## src/rtl/bcd_pkg.sv

```systemverilog
// bcd_pkg: shared mode codes, FSM states and the XS3 bias for the BCD/XS3 converter
package bcd_pkg;
  localparam logic MODE_BCD2XS3 = 1'b0;
  localparam logic MODE_XS32BCD = 1'b1;
  localparam logic [3:0] XS3_OFFSET = 4'd3;
  typedef enum logic [1:0] {IDLE, CONV, DONE} state_t;
endpackage

```

## src/rtl/bcd_xs3_stream_conv_if.sv

```systemverilog
// bcd_xs3_stream_conv_if: word-level valid/ready bundle between upstream, converter and downstream
interface bcd_xs3_stream_conv_if #(parameter int DIGITS = 4);
  logic in_valid, in_ready, in_mode, out_valid, out_ready, out_mode;
  logic [4*DIGITS-1:0] in_data, out_data;
  logic [DIGITS-1:0] out_err;
  modport master(output in_valid, in_mode, in_data, out_ready, input in_ready, out_valid, out_data, out_err, out_mode);
  modport slave(input in_valid, in_mode, in_data, out_ready, output in_ready, out_valid, out_data, out_err, out_mode);
endinterface

```

## src/rtl/xs3_digit.sv

```systemverilog
// xs3_digit: single-nibble BCD<->XS3 conversion with invalid-code detection
module xs3_digit
  import bcd_pkg::*;
(
  input  logic [3:0] d,
  input  logic       mode,
  output logic [3:0] q,
  output logic       err
);
  always_comb begin
    err = (mode == MODE_BCD2XS3) ? (d > 4'd9) : (d < 4'd3 || d > 4'd12);
    q = err ? 4'h0 : (mode == MODE_BCD2XS3) ? d + XS3_OFFSET : d - XS3_OFFSET;
  end
endmodule

```

## src/rtl/bcd_xs3_stream_conv.sv

```systemverilog
// bcd_xs3_stream_conv: digit-serial packed BCD<->XS3 word converter, LSD first, valid/ready on both sides
module bcd_xs3_stream_conv
  import bcd_pkg::*;
#(
  parameter int DIGITS = 4,
  parameter int CW = (DIGITS > 1) ? $clog2(DIGITS) : 1
) (
  input  logic                   clk,
  input  logic                   rst_n,
  bcd_xs3_stream_conv_if.slave   bus,
  output logic                   busy
);
  state_t state, state_nx;
  logic [CW-1:0] cnt;
  logic [4*DIGITS-1:0] src, res;
  logic [DIGITS-1:0] err;
  logic mode, last, dig_err;
  logic [3:0] dig_q;
  xs3_digit u_digit (
    .d    (src[{cnt, 2'b00} +: 4]),
    .mode (mode),
    .q    (dig_q),
    .err  (dig_err)
  );
  assign last = cnt == CW'(DIGITS - 1);
  always_comb begin
    state_nx = state;
    state_nx = (state == IDLE && bus.in_valid) ? CONV :
               (state == CONV && last) ? DONE :
               (state == DONE && bus.out_ready) ? IDLE : state;
  end
  always_ff @(posedge clk or negedge rst_n)
    if (!rst_n) begin
      state <= IDLE;
      cnt <= '0;
      src <= '0;
      res <= '0;
      err <= '0;
      mode <= MODE_BCD2XS3;
    end else begin
      state <= state_nx;
      if (state == IDLE && bus.in_valid) begin
        src <= bus.in_data;
        mode <= bus.in_mode;
        cnt <= '0;
        res <= '0;
        err <= '0;
      end else if (state == CONV) begin
        res[{cnt, 2'b00} +: 4] <= dig_q;
        err[cnt] <= dig_err;
        cnt <= last ? '0 : cnt + CW'(1);
      end
    end
  assign bus.in_ready = state == IDLE;
  assign bus.out_valid = state == DONE;
  assign busy = state != IDLE;
  assign bus.out_data = res;
  assign bus.out_err = err;
  assign bus.out_mode = mode;
endmodule

```

## src/flat_wrapper.sv

```systemverilog
// flat-port wrapper written by rule: the top's interface ports become plain ports
module bcd_xs3_stream_conv_flat import bcd_pkg::*;
#(
  parameter int DIGITS = 4,
  parameter int CW = (DIGITS > 1) ? $clog2(DIGITS) : 1
)
  (clk, rst_n, busy, bus_in_valid, bus_in_mode, bus_in_data, bus_out_ready, bus_in_ready, bus_out_valid, bus_out_data, bus_out_err, bus_out_mode);
  bcd_xs3_stream_conv_if #(.DIGITS(DIGITS)) bus_i ();
  input  logic clk;
  input  logic rst_n;
  output logic busy;
  input wire logic [$bits(bus_i.in_valid)-1:0] bus_in_valid;
  input wire logic [$bits(bus_i.in_mode)-1:0] bus_in_mode;
  input wire logic [$bits(bus_i.in_data)-1:0] bus_in_data;
  input wire logic [$bits(bus_i.out_ready)-1:0] bus_out_ready;
  output wire logic [$bits(bus_i.in_ready)-1:0] bus_in_ready;
  output wire logic [$bits(bus_i.out_valid)-1:0] bus_out_valid;
  output wire logic [$bits(bus_i.out_data)-1:0] bus_out_data;
  output wire logic [$bits(bus_i.out_err)-1:0] bus_out_err;
  output wire logic [$bits(bus_i.out_mode)-1:0] bus_out_mode;
  assign bus_i.in_valid = bus_in_valid;
  assign bus_i.in_mode = bus_in_mode;
  assign bus_i.in_data = bus_in_data;
  assign bus_i.out_ready = bus_out_ready;
  assign bus_in_ready = bus_i.in_ready;
  assign bus_out_valid = bus_i.out_valid;
  assign bus_out_data = bus_i.out_data;
  assign bus_out_err = bus_i.out_err;
  assign bus_out_mode = bus_i.out_mode;
  bcd_xs3_stream_conv #(.DIGITS(DIGITS), .CW(CW)) u_core (.clk(clk), .rst_n(rst_n), .bus(bus_i), .busy(busy));
endmodule
```

## config.mk

```make
export PLATFORM = sky130hd
export DESIGN_NAME = bcd_xs3_stream_conv_flat
export DESIGN_NICKNAME = d
export VERILOG_FILES = /design/src/rtl/bcd_pkg.sv /design/src/rtl/bcd_xs3_stream_conv_if.sv /design/src/rtl/xs3_digit.sv /design/src/rtl/bcd_xs3_stream_conv.sv /design/src/flat_wrapper.sv
export SDC_FILE = /design/constraint.sdc
export NUM_CORES = 1
export LEC_CHECK = 0
export ABC_AREA = 1
export CAP_MARGIN = 10
export CORE_MARGIN = 10
export CORE_UTILIZATION = 45
export CTS_BUF_LIST = sky130_fd_sc_hd__clkbuf_4 sky130_fd_sc_hd__clkbuf_8 sky130_fd_sc_hd__clkbuf_16
export CTS_CLUSTER_SIZE = 10
export DETAILED_ROUTE_END_ITERATION = 6
export GPL_TIMING_DRIVEN = 0
export PLACE_DENSITY = 0.72
export SLEW_MARGIN = 20
export SYNTH_ARGS = -nofsm -noshare
export SYNTH_HDL_FRONTEND = slang
export SYNTH_SLANG_ARGS = --single-unit
export TNS_END_PERCENT = 20
```

## constraint.sdc

```tcl
create_clock -name clk -period 4.2 [get_ports clk]
set_clock_uncertainty 0.15 [all_clocks]
set_input_delay 1.05 -clock clk [delete_from_list [all_inputs] [get_ports clk]]
set_output_delay 1.05 -clock clk [all_outputs]
set_load 0.005 [all_outputs]
```

==> results.md, run 1 <==
* ANT nets after route at 0
* Count of input and output buffers at 44
* Sequential share of the synthesized area at between 40% and 50%
* Hold Path Stages at 2
* Final hold vios at 0
* RSZ-0062 raised after global routing: false
* Worst Hold Path EP: u_core.bus.out_data[15]
* Clock-pin transition on the worst setup and hold timing paths at ~0.08 ns
* Worst setup EP type: output port
* Sink Count at 41
* Synth unique cells at 26
* Die H at between 80 and 90 um
* Number of gates resized after CTS at 0
* TNS Setup at 0 ns
* CTS root buf: clkbuf_8
* Synthesized area per cell at roughly 8.7 um^2
* Top cells by area, synth: dfrtp_1, nand2_1, mux2_2
* Post-CTS Setup Inserts at 0
* WL final at around 4.7 mm
* Layout area overhead at 29.99%
* Area of the multi-input gates at slightly above 900 um^2
* Hold_buf cts at 0
* Commonest non-fill, non-tap cells in the layout: nand2_1, clkdlybuf4s50_1, dfrtp_1
* Max Buffers Root-to-Sink at 2
* Die area at about 0.0078 mm^2
* GRT overflow at 0
* Layout cells sized above 1 at roughly 14%
* Total of max-cap violations at 0
* Fin crit share at between 60% and 70%
* Area leader, netlist: dfrtp_1
* Worst r2r path cells at 17
* CP Class: flop to output port
* Reg-to-Reg End: u_core.bus.out_data[7]
* Residual DRC at 0
* Minimum clock period at 2.629 ns
* Final setup viols at 0
* Layout Nets at roughly 320
* Hold wc startpoint: u_core.bus.out_data[15]
* Yosys Warn Count at 0
* Final core utilization at 61.63%
* Avg WL per Cell at 13.43 um
* Overall Global Routing Usage at between 10% and 20%
* Slew margin rel. at between 60% and 70%
* Num CTS Buffers at 5
* CTS tree: yes
* Placed Instances at 340
* Worst VDD drop at between 0.00015 and 0.0002 V
* Later-pin clock latency in the skew report at 0.29 ns
* Routability cong. at approximately 0.75
* Post-Place Worst Slack at ~1.6 ns
* First-pass GRT wire length at a little under 8 mm
* Max-slew violation count at 0
* Fin worst setup slack at ~1.6 ns
* Row count at 24
* Mapped Cells at about 240
* ANT cells at 0
* Fmax at ~380 MHz
* DR vias/cell at 5.029
* Hold_ws at between 0.3 and 0.4 ns
* Initial Util at roughly 47%
* Number of DRC markers in iteration 0 at just over 80
* Critical Path RT at approximately 3 ns
* DIE WIDTH at roughly 88 um
* CP max FO at 4
* Syn Nets at between 200 and 300
* Commonest non-fill, non-tap cell in the layout: nand2_1
* Leakage at approximately 1.3 nW
* Mapped cell area at 0.002107 mm^2
* Ports at 45
* CP Launch Type: flop
* Hold Path Class: flop to flop
* Post-synth top area share at about half
* Core area at about 0.0044 mm^2
* DR vias at around 1700
* Pwr dens at 266.1 mW/mm^2
* Sequential cell area at between 0.001 and 0.0015 mm^2
* Reg-to-reg slack, setup at ~1.8 ns
* Post-synthesis register bit count at 41
* Initial antenna violation count at 0
* DRT Pass-1 Iters at 5
* Filler instances at between 400 and 500
* Vias in the first global route at around 1800
* Largest net degree at the start of global routing at 24
* DP HPWL at 3.794 mm
* Reg-to-reg critical path startpoint: u_core.cnt[0]
* Run status: finished, final reports clean
* WP data arrival at between 1 and 1.5 ns
* Non-filler cells, final at around 350
* Tightest Pin Transition at 0.5508 ns
* H-tree levels at 2
[cell families after synthesis]
kind of cell             after synthesis  synth area share, %
AND/OR/NAND/NOR                      124                25.77
buffers and inverters                 31                7.661
adder cells (fa/ha/maj)                7                4.157
XOR/XNOR                               2               0.8315
flip-flops                            41                48.69
AO/OA/AOI/OAI                         26                6.473
multiplexers                          12                6.413
[cells in the mapped netlist]
cell type / number
nand4_1: 6
nor2_2: 3
inv_6: 1
nor2_1: 15
nand3_1: 19
inv_4: 1
dfrtp_1: 41
inv_1: 22
nand2_2: 9
ha_1: 7
o31ai_1: 2
nand2_4: 1
nor3_1: 1
nand2_1: 70
o22ai_1: 1
buf_12: 1
xnor2_1: 1
buf_4: 1
mux2_2: 12
a21oi_1: 6
o21ai_0: 15
buf_6: 2
buf_2: 2
xor2_1: 1
o21ai_1: 2
clkbuf_1: 1
[layout make-up]
cell class              count  share of cell area (%)
plain buffers               7                   2.330
clock buffers               5                   2.513
clock inverters             2                   1.279
inverters                  24                   3.563
multi-input cells         171                   33.58
flip-flops and latches     41                   37.46
well taps                  52                   2.376
repair buffers             45                   16.90
[worst max path at each step]
| stage | slack [ns] | cells after the start | end | start |
|---|---|---|---|---|
| final | 1.57 | 2 | bus_in_ready | u_core.state[1] |
| after detailed placement | 1.60 | 4 | u_core.src[7] | bus_in_valid |
| after global routing | 1.51 | 2 | bus_in_ready | u_core.state[1] |
| after floorplan | 2.20 | 16 | u_core.bus.out_data[3] | u_core.cnt[0] |
| after global placement | 0.95 | 1 | u_core.src[11] | rst_n |
| after CTS | 1.56 | 2 | bus_in_ready | u_core.state[1] |
[state kept, by name, summed over array words and instances, names as in the netlist]
name / count
u_core.bus.out_err: 4
u_core.bus.out_mode: 1
u_core.state: 2
u_core.src: 16
u_core.cnt: 2
u_core.bus.out_data: 16
[per-stage QoR]
step           total power, W  instance area, um^2
2_1_floorplan       0.0004025                 2107
3_3_place_gp        0.0004283                 2613
3_5_place_dp        0.0004316                 2635
4_1_cts             0.0007360                 2739
5_1_grt             0.0007567                 2739
6_report            0.0007288                 2739
[power breakdown]
group | switching [W] | internal, W | total, W
clock network | 0.000133 | 0.000173 | 0.000306
logic | 0.0000102 | 0.0000182 | 0.0000285
registers | 0 | 0.000394 | 0.000394
total | 0.000143 | 0.000585 | 0.000729
[critical path, cell delays in order, from the launching register on]
cell,delay (ns)
dfrtp_1,0.42
nor2_1,0.19
clkdlybuf4s50_1,0.54
[routing by layer]
metal,track usage (%),vias up,part of all wire (%)
met5,0,-,0
met4,3.524,0,1.5
met3,3.860,10,5.1
met2,22.64,37,49
met1,14.11,817,44
li1,-,881,-
Power figures use the tool's default switching activity.
==> run 2: changes to the inputs <==
--- a/config.mk
+++ b/config.mk
@@ -13,7 +13,7 @@
 export CTS_CLUSTER_SIZE = 10
 export DETAILED_ROUTE_END_ITERATION = 6
 export GPL_TIMING_DRIVEN = 0
-export PLACE_DENSITY = 0.72
+export PLACE_DENSITY = 0.75
 export SLEW_MARGIN = 20
 export SYNTH_ARGS = -nofsm -noshare
 export SYNTH_HDL_FRONTEND = slang
==> constraint.sdc (replaced) <==
create_clock -name clk -period 2.1 [get_ports clk]
set_clock_uncertainty 0.15 [all_clocks]
set_input_delay 0.525 -clock clk [delete_from_list [all_inputs] [get_ports clk]]
set_output_delay 0.525 -clock clk [all_outputs]
set_load 0.005 [all_outputs]
==> run 2 against run 1 <==
Hold slack worse by 0.0058 ns; die area unchanged; register-to-register slack worse by 1.9 ns; power grew 110%; critical path depth increased by 10; sequential cell count stayed put; design area is 10% higher; the flow now finishes with violations (setup timing); critical path type is now flop to flop; global-route usage rose by 1.0 points.
==> results.md, run 2 (synthesis results as in run 1) <==
* Run status: complete, but fails checks
* Failing checks: setup timing
* Die area at 0.007819 mm^2 (unchanged)
* ANT cells at 0 (unchanged)
* Core area at 0.004444 mm^2 (unchanged)
* Leakage at 1.495 nW (+12%)
* H-tree levels at 2 (unchanged)
* Commonest non-fill, non-tap cell in the layout: nand2_1
* Ports at 45 (unchanged)
* Tightest Pin Transition at 0.4712 ns (-0.07964 ns)
* First-pass GRT wire length at 8.535 mm (+7.7%)
* Layout Nets at 337 (+4.3%)
* Clock-pin transition on the worst setup and hold timing paths at 0.09 ns (about the same)
* Residual DRC at 0 (unchanged)
* CTS root buf: clkbuf_8
* Minimum clock period at between 2 and 2.5 ns
* Reg-to-reg slack, setup at -0.1 ns (-1.90 ns)
* DP HPWL at 3.636 mm (-4.2%)
* WP data arrival at 2.27 ns (+0.84 ns)
* Non-filler cells, final at 362 (+4.3%)
* Die H at 88.43 um (unchanged)
* CP Class: flop to flop
* Worst setup EP type: flop
* Sink Count at 41 (unchanged)
* Total of max-cap violations at 0 (unchanged)
* Avg WL per Cell at 15.14 um (+13%)
* Post-Place Worst Slack at -0.2353 ns (-1.831 ns)
* Reg-to-reg critical path startpoint: u_core.cnt[0]
* Post-Place Cell Area at 0.002628 mm^2 (-0.29%)
* Worst setup path endpoint: u_core.bus.out_data[6]
* DR vias at 1850 (+6.0%)
* Filler instances at 365 (-13%)
* Overall Global Routing Usage at 13.63% (+1.0 points)
* Fmax at ~460 MHz
* Initial antenna violation count at 0 (unchanged)
* WL final at 5.481 mm (+18%)
* Row count at 24 (unchanged)
* CP max FO at 7 (+3)
* Max Buffers Root-to-Sink at 2 (unchanged)
* Max-slew violation count at 0 (unchanged)
* TNS Setup at -0.8062 ns (-0.8062 ns)
* DIE WIDTH at 88.43 um (unchanged)
* Layout area overhead at 43.05%
* Number of DRC markers in iteration 0 at 182 (+120%)
* Reg-to-Reg End: u_core.bus.out_data[6]
* Finished Cell Area at 0.003014 mm^2 (+10%)
* Worst r2r path cells at 12 (-5)
* Final setup viols at 17 (+17)
* Slew margin rel. at 68.59% (+5.3 points)
* Initial Util at 47.41% (unchanged)
* DRT Pass-1 Iters at 6 (+1)
* RSZ-0062 raised after global routing: true
* Later-pin clock latency in the skew report at 0.30 ns (about the same)
* Routability cong. at 0.8619 (+15%)
* Hold Path Class: flop to flop
* Fin crit share at 104.6%
* Num CTS Buffers at 5 (unchanged)
* Commonest non-fill, non-tap cells in the layout: nand2_1, dfrtp_1, clkdlybuf4s50_1
* GRT overflow at 0 (unchanged)
* DR vias/cell at 5.110 (+1.6%)
* Count of input and output buffers at 44 (unchanged)
* Fin worst setup slack at -0.09580 ns (-1.666 ns)
* CP Launch Type: flop
* CTS tree: yes
* Critical Path RT at 2.17 ns (-0.83 ns)
* ANT nets after route at 0 (unchanged)
* Layout cells sized above 1 at 24.52% (+10 points)
* Vias in the first global route at 1894 (+6.2%)
* Pwr dens at 502.4 mW/mm^2 (+89%)
* Placed Instances at 340 (unchanged)
* Worst VDD drop at 0.0004533 V (+160%)
* Largest net degree at the start of global routing at 28 (+17%)
* Final hold vios at 0 (unchanged)
* Crit. Startpoint: u_core.cnt[0]
-- run 2: layout make-up --
class / instances / area, um^2 / area share [%]
buffer: 6 / 51.30 / 1.702
clock buffer: 6 / 82.58 / 2.740
multi-input combinational: 172 / 1075 / 35.66
tap: 52 / 65.06 / 2.159
clock inverter: 2 / 37.54 / 1.245
sequential: 41 / 1026 / 34.04
inverter: 24 / 102.6 / 3.404
timing repair buffer: 59 / 574.3 / 19.05
-- run 2: routing by layer --
layer,routed length [um],GRT usage (%),vias to the layer above
li1,-,-,914
met1,2266,14.83,869
met2,2754,24.78,52
met3,342,3.860,15
met4,117,4.699,0
met5,0,0,-
-- run 2: how the worst min path moves through the flow --
stage | startpoint | to | slack, ns | cells past startpoint
after floorplan | rst_n | u_core.bus.out_data[0] | 0.08 | 0
after global placement | u_core.bus.out_data[11] | u_core.bus.out_data[11] | 0.31 | 2
after detailed placement | rst_n | u_core.bus.out_data[14] | 0.30 | 1
after CTS | u_core.bus.out_data[15] | u_core.bus.out_data[15] | 0.33 | 2
after global routing | u_core.bus.out_data[15] | u_core.bus.out_data[15] | 0.35 | 2
final | u_core.bus.out_data[15] | u_core.bus.out_data[15] | 0.33 | 2
-- run 2: power by group --
group,internal (W),switching (W)
sequential,0.000789,0
clock,0.000387,0.000283
combinational,0.0000362,0.0000195
total,0.00121,0.000303
-- run 2: what timing repair did --
item | CTS | global route
pin swaps | 14 | 9
endpoints found under the setup margin | 21 | 23
buffers inserted | 8 | 5
gates resized for setup | 26 | 20
hold endpoints to repair | 14 | 0
hold buffers | 1 | 0
gates cloned | 1 | 0
-- run 2: per-stage QoR --
step | power, W | hold slack, ns | util, %
after floorplan | 0.0008050 | 0.07941 | -
after global placement | 0.0008568 | 0.3139 | 58.78
after detailed placement | 0.0008605 | 0.3014 | 59.12
after CTS | 0.001526 | 0.3293 | 65.23
after global routing | 0.001558 | 0.3511 | 67.82
final | 0.001514 | 0.3296 | 67.82
-- run 2: worst max-delay path: stages (launching register included) --
cell and delay [ns]:
dfrtp_1 0.40, buf_6 0.15, buf_8 0.14, nand2_4 0.06, nand2_1 0.07, nand2_1 0.10, nand2_2 0.07, ha_1 0.21
o21ai_0 0.24, xor2_1 0.10, inv_1 0.09, nand4_1 0.14, o21ai_0 0.19
==> run 3: changes to the inputs <==
--- a/config.mk
+++ b/config.mk
@@ -7,6 +7,7 @@
 export LEC_CHECK = 0
 export ABC_AREA = 1
 export CAP_MARGIN = 10
+export CORE_ASPECT_RATIO = 0.9
 export CORE_MARGIN = 10
 export CORE_UTILIZATION = 45
 export CTS_BUF_LIST = sky130_fd_sc_hd__clkbuf_4 sky130_fd_sc_hd__clkbuf_8 sky130_fd_sc_hd__clkbuf_16
==> run 3 against run 2 <==
The flow still finishes with violations (setup timing); utilization rose by 2.2 points; critical endpoint is now u_core.bus.out_data[3]; critical path type unchanged; worst setup slack improved by 0.086 ns; global-route usage barely moved; clock-buffer cell count did not move; combinational power rose by 2%; wire length rose by 5.5%; first-iteration DRC count fell by 15%.
==> results.md, run 3 (synthesis results as in run 1) <==
* Worst setup EP type: flop
* Slowest cell on crit path: dfrtp_1
* First-pass GRT wire length at 8.859 mm (+3.8%)
* Worst r2r path cells at 14 (+2)
* Fmax at 474.1 MHz (+4.1%)
* Commonest non-fill, non-tap cell in the layout: nand2_1
* CP Launch Type: flop
* Avg WL per Cell at 15.30 um (+1.0%)
* Num CTS Buffers at 5 (unchanged)
* GR peak layer: met2
* Met3 Use GR at 5.194% (+1.3 points)
* Initial antenna violation count at 0 (unchanged)
* Post-Place Worst Slack at -0.2411 ns (-0.005779 ns)
* Hold_ws at 0.02658 ns (-0.3030 ns)
* Residual DRC at 0 (unchanged)
* Reg-to-reg critical path startpoint: u_core.cnt[0]
* RSZ-0062 raised after global routing: true
* Worst VDD drop at 0.0003932 V (-13%)
* H-tree levels at 2 (unchanged)
* Failing checks: setup timing
* Overall Global Routing Usage at 13.66% (+0.032 points)
* Largest net degree at the start of global routing at 23 (-18%)
* Fin crit share at 100.4% (-4.1 points)
* Minimum clock period at 2.109 ns (-0.08640 ns)
* Crit path cell chain: buf_6 > buf_8 > nand2_1 > nand3_2 > nand2_4 > ha_4 > nor2_2 > nand2_1 > nand2_2 > nand2_4 > nand2_4 > nor2_4 > nand4_1 > nand2_1
* Reg-to-reg slack, setup at -0.009 ns (+0.09 ns)
* DR vias/cell at 5.124 (+0.27%)
* CTS root buf: clkbuf_8
* Max Buffers Root-to-Sink at 2 (unchanged)
* Routability cong. at 0.9197 (+6.7%)
* Sink Count at 41 (unchanged)
* Final setup viols at 3 (-14)
* Layout area overhead at 49.23%
* Core area at 0.004489 mm^2 (+1.0%)
* WP data arrival at 2.21 ns (-0.06 ns)
* Max-slew violation count at 0 (unchanged)
* Final core utilization at 70.04% (+2.2 points)
* Layout Nets at 343 (+1.8%)
* Leakage at 1.552 nW (+3.8%)
* Initial Util at 46.93% (-0.48 points)
* Clock-pin transition on the worst setup and hold timing paths at 0.08 ns (about the same)
* Later-pin clock latency in the skew report at 0.31 ns (about the same)
* CP max FO at 5 (-2)
* Reg-to-Reg End: u_core.bus.out_data[3]
* Hold_buf cts at 0 (-1)
* DIE WIDTH at 92.13 um (+4.2%)
* CTS tree: yes
* Slew margin rel. at 66.21% (-2.4 points)
* WL final at 5.783 mm (+5.5%)
* Critical Path RT at 2.20 ns (+0.03 ns)
* Largest stage delay on the critical path at 0.42 ns (+0.02 ns)
* DR vias at 1937 (+4.7%)
* ANT nets after route at 0 (unchanged)
* ANT cells at 0 (unchanged)
* GRT overflow at 0 (unchanged)
* Ports at 45 (unchanged)
* Count of input and output buffers at 44 (unchanged)
* Die H at 84.92 um (-4.0%)
* Die area at 0.007823 mm^2 (about the same)
* Run status: complete, but fails checks
* Total of max-cap violations at 0 (unchanged)
* Commonest non-fill, non-tap cells in the layout: nand2_1, clkdlybuf4s50_1, dfrtp_1
* Total Power at 0.001523 W (+0.55%)
* Vias in the first global route at 1893 (-0.053%)
* Tightest Pin Transition at 0.5069 ns (+0.03568 ns)
* Pwr dens at 484.3 mW/mm^2 (-3.6%)
* Met1 Track Usage GR at 15.51% (+0.68 points)
* Layout cells sized above 1 at 30.06% (+5.5 points)
* CP Class: flop to flop
* Hold Path Class: input pin to asynchronous set/reset pin
* Fin worst setup slack at -0.009399 ns (+0.08640 ns)
* DP HPWL at 3.735 mm (+2.7%)
* Row count at 23 (-4.2%)
* TNS Setup at -0.01731 ns (+0.7889 ns)
* DRT Pass-1 Iters at 5 (-1)
* Number of DRC markers in iteration 0 at 154 (-15%)
* Met2 Track Usage GR at 23.46% (-1.3 points)
* Final hold vios at 0 (unchanged)
==> run 3: changes by cell type in the layout (fill, tap and decap cells not counted), moves of 3 or more <==
| cell | before | now |
|---|---|---|
| buf_4 | 12 | 18 |
| o21ai_0 | 12 | 8 |
| nand2_1 | 60 | 57 |
| nand3_1 | 16 | 13 |
| nand3_2 | 1 | 4 |
==> run 3: where the power goes <==
part / switching [W] / internal [W] / total, W
clock: 0.000291 / 0.000387 / 0.000677
sequential: 0 / 0.000789 / 0.000789
combinational: 0.0000203 / 0.0000364 / 0.0000567
total: 0.000311 / 0.00121 / 0.00152
==> run 3: worst max-delay path: cells and delay by family, from the launching register on <==
family                     cells  cell delay (ns)
and+or+nand+nor               11             1.04
adders and majority gates      1             0.14
buffers and inverters          2             0.30
DFF                            1             0.42
==> run 3: final cells by class <==
type,instances,area (um^2)
clock inverters,2,37.54
well taps,62,77.57
clock buffers,6,82.58
flip-flops and latches,41,1026
inverters,24,110.1
fillers,362,1345
plain buffers,6,51.30
multi-input cells,172,1136
repair buffers,65,623.1
==> run 3: worst max path at each step <==
stage,startpoint,slack (ns),endpoint,cells past startpoint
after floorplan,u_core.cnt[0],0.1,u_core.bus.out_data[3],16
after global placement,rst_n,-0.63,u_core.src[6],1
after detailed placement,u_core.cnt[0],-0.24,u_core.bus.out_data[3],17
after CTS,u_core.cnt[0],-0.002,u_core.bus.out_data[13],16
after global routing,u_core.cnt[1],-0.1,u_core.bus.out_data[15],15
final,u_core.cnt[0],-0.009,u_core.bus.out_data[3],14
==> run 3: timing repair <==
action / CTS / global route
gates cloned: 1 / 0
buffers inserted: 12 / 8
gates resized for setup: 34 / 34
pin swaps: 13 / 11
endpoints found under the setup margin: 21 / 20
==> run 3: metal layers <==
metal	part of all wire [%]	up-vias
li1	-	927
met1	40	923
met2	50	74
met3	7.2	13
met4	2.2	0
met5	0	-
==> run 3: per-stage QoR <==
step / cells / instance area [um^2]
floorplan: 243 / 2107
global placement: 349 / 2625
detailed placement: 350 / 2648
CTS: 370 / 2970
global route: 378 / 3144
finish: 378 / 3144
